**src/rtl/ser_tx.sv**
```systemverilog
`default_nettype none
// ============================================================================
//  Module   : ser_tx
//  Brief    : Parallel-to-serial frame transmitter. Sends a DATA_W-bit word
//             LSB-first between a start bit (0) and a stop bit (1), each bit
//             held for CLKS_PER_BIT clocks. tx comes straight from a flop.
//  Options  : `define SER_TX_PARITY_EN inserts an even-parity bit between the
//             last data bit and the stop bit.
//  Revision : 1.0  initial release
// ============================================================================
module ser_tx #(
   parameter int DATA_W       = 8,
   parameter int CLKS_PER_BIT = 4
) (
   input  logic              clk,
   input  logic              rst,
   input  logic [DATA_W-1:0] din,
   input  logic              load,
   output logic              ready,
   output logic              tx,
   output logic              busy,
   output logic              done
);

   localparam int c_baud_w = (CLKS_PER_BIT > 1) ? $clog2(CLKS_PER_BIT) : 1;
   localparam int c_bit_w  = $clog2(DATA_W + 1);

   localparam logic [c_baud_w-1:0] c_baud_last = c_baud_w'(CLKS_PER_BIT - 1);
   localparam logic [c_bit_w-1:0]  c_bit_last  = c_bit_w'(DATA_W - 1);

   localparam logic [2:0] c_st_idle   = 3'd0;
   localparam logic [2:0] c_st_start  = 3'd1;
   localparam logic [2:0] c_st_data   = 3'd2;
   localparam logic [2:0] c_st_stop   = 3'd3;
`ifdef SER_TX_PARITY_EN
   localparam logic [2:0] c_st_parity = 3'd4;
`endif

   logic [2:0]          r_state, w_state_nxt;
   logic [DATA_W-1:0]   r_shift, w_shift_nxt;
   logic [c_baud_w-1:0] r_baud,  w_baud_nxt;
   logic [c_bit_w-1:0]  r_bit,   w_bit_nxt;
   logic                r_tx,    w_tx_nxt;
   logic                r_done,  w_done_nxt;
   logic                w_last_baud;
`ifdef SER_TX_PARITY_EN
   logic                r_par,   w_par_nxt;
`endif

   assign w_last_baud = (r_baud == c_baud_last);

   // State register: FSM, shift register, counters and the registered outputs.
   always_ff @(posedge clk) begin
      if (rst) begin
         r_state <= c_st_idle;
         r_shift <= '0;
         r_baud  <= '0;
         r_bit   <= '0;
         r_tx    <= 1'b1;
         r_done  <= 1'b0;
`ifdef SER_TX_PARITY_EN
         r_par   <= 1'b0;
`endif
      end else begin
         r_state <= w_state_nxt;
         r_shift <= w_shift_nxt;
         r_baud  <= w_baud_nxt;
         r_bit   <= w_bit_nxt;
         r_tx    <= w_tx_nxt;
         r_done  <= w_done_nxt;
`ifdef SER_TX_PARITY_EN
         r_par   <= w_par_nxt;
`endif
      end
   end

   // Next-state logic: advance one bit each time the baud counter wraps.
   always_comb begin
      w_state_nxt = r_state;
      w_shift_nxt = r_shift;
      w_baud_nxt  = r_baud;
      w_bit_nxt   = r_bit;
`ifdef SER_TX_PARITY_EN
      w_par_nxt   = r_par;
`endif
      case (r_state)
         c_st_idle: begin
            w_baud_nxt = '0;
            w_bit_nxt  = '0;
            if (load) begin
               w_state_nxt = c_st_start;
               w_shift_nxt = din;
`ifdef SER_TX_PARITY_EN
               w_par_nxt   = ^din;
`endif
            end
         end
         c_st_start: begin
            if (w_last_baud) begin
               w_state_nxt = c_st_data;
               w_baud_nxt  = '0;
            end else begin
               w_baud_nxt  = r_baud + c_baud_w'(1);
            end
         end
         c_st_data: begin
            if (w_last_baud) begin
               w_baud_nxt  = '0;
               w_shift_nxt = r_shift >> 1;
               if (r_bit == c_bit_last) begin
                  w_bit_nxt = '0;
`ifdef SER_TX_PARITY_EN
                  w_state_nxt = c_st_parity;
`else
                  w_state_nxt = c_st_stop;
`endif
               end else begin
                  w_bit_nxt = r_bit + c_bit_w'(1);
               end
            end else begin
               w_baud_nxt  = r_baud + c_baud_w'(1);
            end
         end
`ifdef SER_TX_PARITY_EN
         c_st_parity: begin
            if (w_last_baud) begin
               w_state_nxt = c_st_stop;
               w_baud_nxt  = '0;
            end else begin
               w_baud_nxt  = r_baud + c_baud_w'(1);
            end
         end
`endif
         c_st_stop: begin
            if (w_last_baud) begin
               w_state_nxt = c_st_idle;
               w_baud_nxt  = '0;
            end else begin
               w_baud_nxt  = r_baud + c_baud_w'(1);
            end
         end
         default: begin
            w_state_nxt = c_st_idle;
            w_baud_nxt  = '0;
            w_bit_nxt   = '0;
         end
      endcase
   end

   // Output logic: tx is precomputed from the next state so the flop shows the
   // new bit on the same edge the state changes; done marks the STOP exit.
   always_comb begin
      w_tx_nxt   = 1'b1;
      w_done_nxt = (r_state == c_st_stop) && w_last_baud;
      case (w_state_nxt)
         c_st_start:  w_tx_nxt = 1'b0;
         c_st_data:   w_tx_nxt = w_shift_nxt[0];
`ifdef SER_TX_PARITY_EN
         c_st_parity: w_tx_nxt = r_par;
`endif
         default:     w_tx_nxt = 1'b1;
      endcase
   end

   assign tx    = r_tx;
   assign done  = r_done;
   assign ready = (r_state == c_st_idle);
   assign busy  = (r_state != c_st_idle);

endmodule
`default_nettype wire

```
**config.mk**
```make
export PLATFORM = sky130hd
export DESIGN_NAME = ser_tx
export DESIGN_NICKNAME = d
export VERILOG_FILES = /design/src/rtl/ser_tx.sv
export SDC_FILE = /design/constraint.sdc
export NUM_CORES = 1
export LEC_CHECK = 0
export ABC_AREA = 1
export CAP_MARGIN = 10
export CORE_ASPECT_RATIO = 0.7
export CORE_UTILIZATION = 45
export DETAILED_ROUTE_END_ITERATION = 7
export GPL_TIMING_DRIVEN = 0
export PLACE_DENSITY = 0.69
export SLEW_MARGIN = 20
export SYNTH_ARGS = -nofsm -noshare
export SYNTH_HDL_FRONTEND = slang
export SYNTH_SLANG_ARGS = --single-unit
export TNS_END_PERCENT = 50
```
**constraint.sdc**
```tcl
create_clock -name clk -period 2.6 [get_ports clk]
set_input_delay 0.26 -clock clk [delete_from_list [all_inputs] [get_ports clk]]
set_output_delay 0.26 -clock clk [all_outputs]
set_load 0.01 [all_outputs]
```
After elaboration in Yosys (flattened, before gate mapping)
Index checks and enable logic that the tools add are counted.
- $add $sub $neg: 2
- equal/unequal tests: 9
- muxes and demuxes: 13
- bitwise operators: 2
- reductions and logical operators: 9
- operator list (cell ; count):
    $mux W8 ; 2
    $pmux W8 S2 ; 1
    $mux W3 ; 5
    $pmux W3 S4 ; 1
    $eq A3 B2 Y1 const B ; 3
    $mux W4 ; 2
    $pmux W4 S2 ; 1
    $eq A3 B1 Y1 const B ; 2
    $reduce_or A3 Y1 ; 2
    $add A4 B1 Y4 const B ; 1
    $eq A4 B3 Y1 const B ; 1
    $ne A2 B2 Y1 const B ; 2
    $logic_not A3 Y1 ; 1
    $reduce_and A3 Y1 ; 1
    $reduce_bool A3 Y1 ; 1
    $add A2 B1 Y2 const B ; 1
    $eq A2 B2 Y1 const B ; 1
    $not A1 Y1 ; 2
    $pmux W1 S2 ; 1
    $reduce_and A2 Y1 ; 1
    $reduce_bool A2 Y1 ; 1
    $reduce_or A2 Y1 ; 1
    $logic_and A1 B1 Y1 ; 1
- register bits: 19
- output and inout bits: 4
- word-level logic and storage cells: 42

Longest topological paths before layout
Gate-level depths: netlist (run 1).
- word-level depth: 6
- gate-level depth with buffers: 10

Worst setup path before layout (run 1)
OpenSTA, ideal clock, no wires.
- path type: flip-flop to flip-flop
- start: register r_baud[0]
- end: register r_tx, in the netlist tx
- setup time: 0.115 ns
- arrival: 1.029 ns
- required time: 2.485 ns
- slack: 1.456 ns
- cell stages (with the launch flop): 7
- path buffers: 0
- path through: dfxtp_1 ha_1 inv_1 o21ai_0 nand2_1 a21oi_1 nand2_1
- longest elaborated chain between the ends: 5
- elaborated cells on any way between the ends: 10
- classes of those cells: eq/ne: 3; mux: 7
- ends and longest elaborated chain (what ; line ; source):
    from (decl) ; 41 ; logic [c_baud_w-1:0] r_baud, w_baud_nxt;
    from (signal assigned) ; 67 ; r_baud <= w_baud_nxt;
    $eq A2 B2 Y1 * ; 50 ; assign w_last_baud = (r_baud == c_baud_last);
    $mux W3 (on tied branches) ; 135, 107, 99 ;
    $pmux W3 S4 ; 86 ; case (r_state)
    $eq A3 B2 Y1 / $eq A3 B1 Y1 (equally long branches) ; 155 ; case (w_state_nxt)
    $pmux W1 S2 * ; 155 ;
    to (signal assigned) ; 69 ; r_tx <= w_tx_nxt;
    to (decl) ; 43 ; logic r_tx, w_tx_nxt;
Mark *: on every way between the ends. The rest lies on a longest branch, timed or not. The select of a mux whose other input is x is not followed.
A chain may end at the register's enable or synchronous reset.

Final worst setup path (run 1)
- start: register r_state[0]
- end: output port ready
- longest elaborated chain between the ends: 1
- ends and longest elaborated chain (what ; line ; source):
    from (decl) ; 39 ; logic [2:0] r_state, w_state_nxt;
    from (signal assigned) ; 55 ; r_state <= c_st_idle;
    from (signal assigned) ; 65 ; r_state <= w_state_nxt;
    $logic_not A3 Y1 ; 167 ; assign ready = (r_state == c_st_idle);
    to (decl) ; 19 ; output logic ready,
Every way passes these cells.

==> results of run 1 <==
## cells by family (layout without fill, tap and decap cells)
family	Yosys count	count (layout)	synth area share, %
fa+ha+maj	2	2	2.695
simple gates	83	83	37.20
compound gates	16	16	9.434
other cells	1	1	0.4039
flops	19	19	40.97
buf+inv	23	40	9.299
## Yosys cell counts
master    count  area (um2)
nand2_1      61       229.0
inv_1        20       75.07
dfxtp_1      19       380.4
nor2_1       14       52.55
a21oi_1      11       55.05
nand3_1       3       15.01
o21ai_0       3       15.01
ha_1          2       25.02
inv_2         2       7.510
nand3_2       2       20.02
nor2_4        2       22.52
a21oi_2       1       8.760
clkbuf_1      1       3.750
conb_1        1       3.750
nand2_2       1       6.260
o21ai_2       1       8.760
## layer usage
layer  global-route usage [%]  wire length, um  vias up
li1                         -                -      463
met1                    22.22              920      369
met2                    32.14              761        8
met3                    6.774               57        4
met4                    5.488               23        0
met5                        0                0        -
## final cells by class
class                           instances  area [um2]
Fill cell                             202       790.8
Multi-Input combinational cell        102       461.7
Sequential cell                        19       380.4
Timing Repair Buffer                   13       130.1
Inverter                               22       82.58
Tap cell                               22       27.53
Clock buffer                            4       26.28
Buffer                                  1       3.754
## through the flow
step           util (%)  total power [W]  instance area [um2]
3_3_place_gp      57.07        0.0003670                 1086
4_1_cts           58.45        0.0005109                 1112
3_5_place_dp      57.07        0.0003686                 1086
5_1_grt           58.45        0.0005324                 1112
6_report          58.45        0.0005052                 1112
2_1_floorplan         -        0.0003418                928.4
## state kept, by name, summed over array words and instances (netlist names)
register  cells
r_shift       8
r_bit         4
r_state       3
r_baud        2
done          1
tx            1
## worst min path at each step
stage	startpoint	to	slack [ps]	cells after the start
finish	rst	r_shift[6]	380	2
global route	rst	r_shift[4]	410	2
CTS	rst	r_shift[5]	380	2
detailed placement	r_baud[0]	r_baud[0]	410	1
global placement	r_baud[0]	r_baud[0]	410	1
floorplan	r_baud[0]	r_baud[0]	400	1
## report_power, final
| part | total, W | leakage (nW) | switching, W | internal, W |
|---|---|---|---|---|
| registers | 0.000305 | 0.155 | 0.00000606 | 0.000299 |
| logic | 0.0000566 | 0.336 | 0.0000286 | 0.0000280 |
| clock network | 0.000143 | 0.0150 | 0.0000837 | 0.0000597 |
==> metrics.md, run 1 <==
| Metric | Value |
|---|---|
| Mean number of vias per cell | 4.612 |
| Worst clock skew | 2.173 ps |
| Mapped Area | ~930 um2 |
| Critical path depth in cells | 4 |
| Worst setup slack after placement | between 1000 and 1500 ps |
| Leak | approximately 0.5 nW |
| Hold Buf Count CTS | 0 |
| Initial antenna violation count | 0 |
| Worst Setup Start Kind | flop |
| Worst-skew pair later-pin latency | between 200 and 300 ps |
| Share of post-route cells with drive strength above 1 | 7.453% |
| TritonCTS clock tree | yes |
| Routed Wire Length | 1.763 mm |
| Most frequent cells in the layout | nand2_1, inv_1, dfxtp_1 |
| Slew Viols, Final | 0 |
| Gate Count Post-Synth | 144 |
| Final RePlAce weighted congestion | 0.7859 |
| N_diodes | 0 |
| Final Hold Vio Count | 0 |
| Core Box Area | between 1500 and 2000 um2 |
| Wire length per cell after detailed routing | 9.634 um |
| #FFs+latches synth | 19 |
| Fin crit period | between 1500 and 2000 ps |
| Die W | 56.29 um |
| Arr. time, crit path | about 1500 ps |
| Top-Level Pins | 15 |
| CP Buf/Inv Count | 2 |
| CTS Root Cell | clkbuf_4 |
| Postcts setup bufs | 0 |
| Most common cell after layout, fill and taps aside | nand2_1 |
| First-pass GRT wire length | between 3 and 4 mm |
| Layout Nets | 175 |
| FP Rows | 13 |
| Worst path top cell family by delay | buffers and inverters |
| Slowest CP cell | clkdlybuf4s50_1 |
| Largest net degree at the start of global routing | 11 |
| Placed Cells | 179 |
| Grt total ovfl | 0 |
| Crit-path max cell delay | 550 ps |
| Finished Layout Cells | ~180 |
| Initial DRC count | 30 |
| RSZ-0062 raised after global routing | no |
| Distinct cells, synth | 16 |
| Setup violators final | 0 |
| Req. time, crit path | roughly 2300 ps |
| CP startpoint | r_state[0] |
| CTS max path bufs | 2 |
| Max Freq | approximately 570 MHz |
| Reg-to-reg slack, setup | between 1000 and 1500 ps |
| CTS resizes | 0 |
| Setup ws final | roughly 840 ps |
| Worst setup EP type | primary output |
| Via Count | 844 |
| Worst VDD drop | ~280 uV |
| Number of global-route vias before repair | between 700 and 800 |
| WHS | approximately 380 ps |
| Type of the worst setup path | reg2out |
| IO Port Bufs | 13 |
| Syn Nets | around 160 |
| R2r worst-path depth | 6 |
| Die height | around 40 um |
| Clock Sinks | 19 |
| Hold crit path type | in2reg |
| Worst r2r dst | tx |
| Starting Density | 48.78% |
| Yosys warns | 0 |
| Initial DRT Pass Iterations | 4 |
| Power Density | 454.2 nW/um2 |
| Total CTS buffers | 3 |
| GR Util All Layers | 18.46% |
| Area of the die | between 2000 and 2500 um2 |
| Fin crit share | between 60% and 70% |
| Avg Inst Size Synth | between 6 and 7 um2 |
| Run status | complete, no violations |
| Routed Antenna Nets | 0 |
| Critical Path Sink | ready |
| Clock slew at reported path FFs | around 100 ps |
| R2r startpoint | r_baud[0] |
| Number of remaining DRC errors | 0 |
| Critical path cell sequence | inv_1 -> nand2_1 -> nor2_1 -> clkdlybuf4s50_1 |
| Worst-path maximum fanout | 5 |
| Area delta synth->final | 19.81% |
| Sequential-to-total area share from yosys stat | between 40% and 50% |
| Post-DP HPWL | approximately 1.4 mm |
| H-tree Lvls | 1 |
| Max Cap Violations | 0 |
| Final setup TNS | 0 ps |
Power figures use the tool's default switching activity.
==> inputs of run 2 (changes only) <==
==> constraint.sdc (replaced) <==
create_clock -name clk -period 1.75 [get_ports clk]
set_input_delay 0.175 -clock clk [delete_from_list [all_inputs] [get_ports clk]]
set_output_delay 0.175 -clock clk [all_outputs]
set_load 0.01 [all_outputs]
==> metrics.md, run 2 (synthesis gave the netlist of run 1 again) <==
| Metric | Value |
|---|---|
| Run status | complete, no violations |
| Largest reg by FF count | r_shift |
| Die W | 56.29 um (unchanged) |
| Share of post-route cells with drive strength above 1 | 7.453% (unchanged) |
| Wire length per cell after detailed routing | 9.661 um (+0.28%) |
| Req. time, crit path | 1570 ps (-770 ps) |
| Worst-path maximum fanout | 6 (+1) |
| Worst VDD drop | 410.6 uV (+49%) |
| Total CTS buffers | 3 (unchanged) |
| CTS max path bufs | 2 (unchanged) |
| Setup ws final | 103.4 ps (-732.7 ps) |
| Core Box Area | 1903 um2 (unchanged) |
| Grt total ovfl | 0 (unchanged) |
| Final RePlAce weighted congestion | 0.7859 (unchanged) |
| Starting Density | 48.78% (unchanged) |
| N_diodes | 0 (unchanged) |
| Finished Cell Area | 1115 um2 (+0.22%) |
| Slew Viols, Final | 0 (unchanged) |
| Fin crit period | about 1600 ps |
| Number of global-route vias before repair | 725 (unchanged) |
| Area delta synth->final | 20.08% |
| Hold crit path type | in2reg |
| Worst-skew pair later-pin latency | 290 ps (about the same) |
| CTS Root Cell | clkbuf_4 |
| IO Port Bufs | 13 (unchanged) |
| Most common cell after layout, fill and taps aside | nand2_1 |
| Switching Share | 23.44% (about the same) |
| Final setup TNS | 0 ps (unchanged) |
| GR Util All Layers | 18.46% (unchanged) |
| First-pass GRT wire length | 3.036 mm (unchanged) |
| Largest net degree at the start of global routing | 11 (unchanged) |
| Leak | 0.5152 nW (+1.9%) |
| Via Count | 844 (unchanged) |
| Max Cap Violations | 0 (unchanged) |
| Post-DP HPWL | 1.359 mm (unchanged) |
| Worst clock skew | 2.173 ps (-0.00002000 ps) |
| Comb power frac | 11.2% (about the same) |
| FP Rows | 13 (unchanged) |
| Initial DRC count | 30 (unchanged) |
| Hold Buf Count CTS | 0 (unchanged) |
| Max Freq | about 610 MHz |
| Worst setup EP type | primary output |
| Setup violators final | 0 (unchanged) |
| Number of remaining DRC errors | 0 (unchanged) |
| Final Hold Vio Count | 0 (unchanged) |
| RSZ-0062 raised after global routing | no |
| Clock slew at reported path FFs | 100 ps (about the same) |
| Top-Level Pins | 15 (unchanged) |
| H-tree Lvls | 1 (unchanged) |
| Worst Setup Start Kind | flop |
| Psw | 0.0001759 W (+49%) |
| Area of the die | 2252 um2 (unchanged) |
| Max FFs per register | 8 (unchanged) |
| Internal power | 0.0005744 W (+48%) |
| Routed Antenna Nets | 0 (unchanged) |
| Fin crit share | between 90 and 100% |
| Die height | 40 um (unchanged) |
| Biggest regs | r_shift: 8 flops, r_bit: 4 flops, r_state: 3 flops |
| Sequential share of power | 60.4% (about the same) |
| Postcts setup bufs | 0 (unchanged) |
| Clock share of power | 28.4% (about the same) |
| Mean number of vias per cell | 4.612 (unchanged) |
| DP Area | 1086 um2 (unchanged) |
| Worst setup slack after placement | 393.1 ps (-765.0 ps) |
| Initial antenna violation count | 0 (unchanged) |
| Arr. time, crit path | 1470 ps (-30 ps) |
| Initial DRT Pass Iterations | 4 (unchanged) |
| Clock Sinks | 19 (unchanged) |
| Layout Nets | 175 (unchanged) |
| TritonCTS clock tree | yes |
| Type of the worst setup path | reg2out |
| Power Density | 673.0 nW/um2 (+48%) |
| CTS resizes | 0 (unchanged) |
| Routed Wire Length | 1.768 mm (+0.28%) |
| Most frequent cells in the layout | nand2_1, inv_1, dfxtp_1 |
| Fill cells | 201 (-0.50%) |
-- run 2: path summary, 6_finish.rpt --
kind / from / endpoint / slack (ps) / cells after the start
setup / recovery: r_state[1] / busy / 100 / 3
hold reg to reg: r_baud[0] / r_baud[0] / 420 / 1
hold / removal: rst / r_shift[6] / 290 / 2
setup reg to reg: r_baud[0] / tx / 420 / 6
-- run 2: worst max-delay path, cell delays in order (launching register included) --
cell and delay (ps):
dfxtp_1 460, inv_1 120, nand2_1 80, clkdlybuf4s50_1 520
-- run 2: layout make-up --
cell class	instances	area (um2)	share of cell area, %
buffer	1	3.754	0.3367
clock buffer	4	26.28	2.357
inverter	22	82.58	7.407
multi-input combinational	102	461.7	41.41
sequential	19	380.4	34.12
tap	22	27.53	2.469
timing repair buffer	13	132.6	11.90
-- run 2: layer usage --
metal  routed length, um  vias to the layer above  GRT usage, %
met5                   0                        -             0
met4                  23                        0         5.488
met3                  57                        4         6.774
met2                 762                        8         32.14
met1                 924                      369         22.22
li1                    -                      463             -
-- run 2: power groups by stage --
stage / clock network (W) / registers, W / logic (W)
after detailed placement: 0 / 0.000463 / 0.0000846
after global placement: 0 / 0.000463 / 0.0000827
after global routing: 0.000239 / 0.000455 / 0.0000966
final: 0.000213 / 0.000453 / 0.0000837
after floorplan: 0 / 0.000462 / 0.0000463
after CTS: 0.000221 / 0.000453 / 0.0000849
-- run 2: through the flow --
| step | hold WS, ps | instances | utilization, % | total power (W) |
|---|---|---|---|---|
| after global routing | 327.7 | 183 | 58.58 | 0.0007907 |
| after global placement | 406.5 | 179 | 57.07 | 0.0005453 |
| after CTS | 298.2 | 183 | 58.45 | 0.0007590 |
| after floorplan | 322.6 | 144 | - | 0.0005078 |
| after detailed placement | 413.6 | 179 | 57.07 | 0.0005476 |
| final | 291.3 | 183 | 58.58 | 0.0007502 |
==> inputs of run 3 (changes only) <==
--- a/config.mk
+++ b/config.mk
@@ -7,11 +7,10 @@
 export LEC_CHECK = 0
 export ABC_AREA = 1
 export CAP_MARGIN = 10
-export CORE_ASPECT_RATIO = 0.7
 export CORE_UTILIZATION = 45
 export DETAILED_ROUTE_END_ITERATION = 7
 export GPL_TIMING_DRIVEN = 0
-export PLACE_DENSITY = 0.69
+export PLACE_DENSITY = 0.71
 export SLEW_MARGIN = 20
 export SYNTH_ARGS = -nofsm -noshare
 export SYNTH_HDL_FRONTEND = slang
==> metrics.md, run 3 (synthesis gave the netlist of run 1 again) <==
| Metric | Value |
|---|---|
| Run status | complete, no violations |
| H-tree Lvls | 1 (unchanged) |
| Die height | 47.42 um (+19%) |
| DRT met1 WL | 840 um (-9.1%) |
| Post-DP HPWL | 1.294 mm (-4.8%) |
| Starting Density | 47.81% (-0.97 points) |
| Arr. time, crit path | 1470 ps (about the same) |
| Wire length per cell after detailed routing | 8.830 um (-8.6%) |
| Share of post-route cells with drive strength above 1 | 8.075% (+0.62 points) |
| Initial DRC count | 14 (-53%) |
| Initial DRT Pass Iterations | 4 (unchanged) |
| Core Box Area | 1942 um2 (+2.0%) |
| CTS Root Cell | clkbuf_4 |
| Mean number of vias per cell | 4.601 (-0.24%) |
| Total power draw | 0.0007540 W (+0.50%) |
| First-pass GRT wire length | 2.787 mm (-8.2%) |
| Clock slew at reported path FFs | 110 ps (about the same) |
| Slew Viols, Final | 0 (unchanged) |
| Worst-skew pair later-pin latency | 290 ps (about the same) |
| Req. time, crit path | 1570 ps (about the same) |
| Top sig layer | met4 |
| FP Rows | 16 (+3) |
| Type of the worst setup path | reg2out |
| Number of global-route vias before repair | 713 (-1.7%) |
| Area of the die | 2249 um2 (-0.13%) |
| CTS max path bufs | 2 (unchanged) |
| Final Hold Vio Count | 0 (unchanged) |
| Hold crit path type | in2reg |
| GR Util All Layers | 17.80% (-0.66 points) |
| Worst Setup Start Kind | flop |
| Grt total ovfl | 0 (unchanged) |
| Fin crit share | 93.77% (-0.32 points) |
| RSZ-0062 raised after global routing | no |
| Biggest regs | r_shift: 8 flops, r_bit: 4 flops, r_state: 3 flops |
| Largest reg by FF count | r_shift |
| Fin crit period | 1641 ps (-5.523 ps) |
| TritonCTS clock tree | yes |
| Final RePlAce weighted congestion | 0.7731 (-1.6%) |
| Routed Antenna Nets | 0 (unchanged) |
| Leak | 0.5179 nW (+0.53%) |
| Setup violators final | 0 (unchanged) |
| Fill cells | 207 (+3.0%) |
| Die W | 47.42 um (-16%) |
| Top-Level Pins | 15 (unchanged) |
| Largest net degree at the start of global routing | 12 (+1) |
| Most frequent cells in the layout | nand2_1, inv_1, dfxtp_1 |
| Worst-path maximum fanout | 6 (unchanged) |
| Number of remaining DRC errors | 0 (unchanged) |
| N_diodes | 0 (unchanged) |
| Max FFs per register | 8 (unchanged) |
| Power Density | 671.8 nW/um2 (-0.17%) |
| IO Port Bufs | 13 (unchanged) |
| Max Freq | 609.4 MHz (+0.34%) |
| Total CTS buffers | 3 (unchanged) |
| Clock Sinks | 19 (unchanged) |
| Area delta synth->final | 20.89% |
| Routed Wire Length | 1.660 mm (-6.1%) |
| Via Count | 865 (+2.5%) |
| Met2 WL | 742 um (-2.6%) |
| Worst VDD drop | 411.6 uV (+0.24%) |
| Max Cap Violations | 0 (unchanged) |
| Initial antenna violation count | 0 (unchanged) |
| Postcts setup bufs | 0 (unchanged) |
| Worst clock skew | 1.208 ps (-0.9653 ps) |
| Most common cell after layout, fill and taps aside | nand2_1 |
| Worst setup EP type | primary output |
| WL met3 | 62 um (+8.8%) |
| Layout Nets | 175 (unchanged) |
| Final setup TNS | 0 ps (unchanged) |
[run 3: through the flow]
| stage | instances | setup WS (ps) | instance area [um2] | util, % | hold slack, ps |
|---|---|---|---|---|---|
| finish | 188 | 109.0 | 1122 | 57.80 | 264.9 |
| global route | 188 | 21.05 | 1122 | 57.80 | 291.2 |
| CTS | 188 | 47.37 | 1120 | 57.67 | 257.5 |
| detailed placement | 184 | 390.2 | 1092 | 56.25 | 421.6 |
| global placement | 184 | 394.7 | 1092 | 56.25 | 407.0 |
| floorplan | 144 | 606.0 | 928.4 | - | 322.6 |
[run 3: cell type report]
type	instances	area, um2	share of cell area, %
Multi-Input combinational cell	102	461.7	41.14
Clock buffer	3	22.52	2.007
Sequential cell	19	380.4	33.89
Clock inverter	1	5.005	0.4459
Inverter	22	82.58	7.358
Tap cell	27	33.78	3.010
Buffer	1	3.754	0.3344
Timing Repair Buffer	13	132.6	11.82
[run 3: repair_timing]
item / CTS / global route
setup endpoints to repair: 0 / 1
hold buffers: 0 / 0
gates resized for setup: 0 / 1
[run 3: critical path, stage by stage (launching register included)]
cell	delay, ps
dfxtp_1	460
inv_1	110
nand2_1	80
clkdlybuf4s50_1	530
[run 3: power by group]
group	leakage, nW	internal, W	switching, W
clock	0.0177	0.0000849	0.000133
sequential	0.155	0.000445	0.00000835
combinational	0.346	0.0000412	0.0000418
total	0.518	0.000571	0.000183
[run 3: final timing paths]
| path | from | slack (ps) | cells after the start | to |
|---|---|---|---|---|
| worst min-delay path | rst | 260 | 2 | r_shift[2] |
| worst max register to register | r_baud[0] | 430 | 10 | tx |
| worst max-delay path | r_state[1] | 110 | 3 | busy |
| worst min register to register | r_baud[0] | 430 | 1 | r_baud[0] |
[run 3: layer usage]
metal,track usage [%],vias to the layer above
met2,26.85,19
met4,6.857,0
li1,-,468
met1,24.42,376
met5,0,-
met3,4.528,2
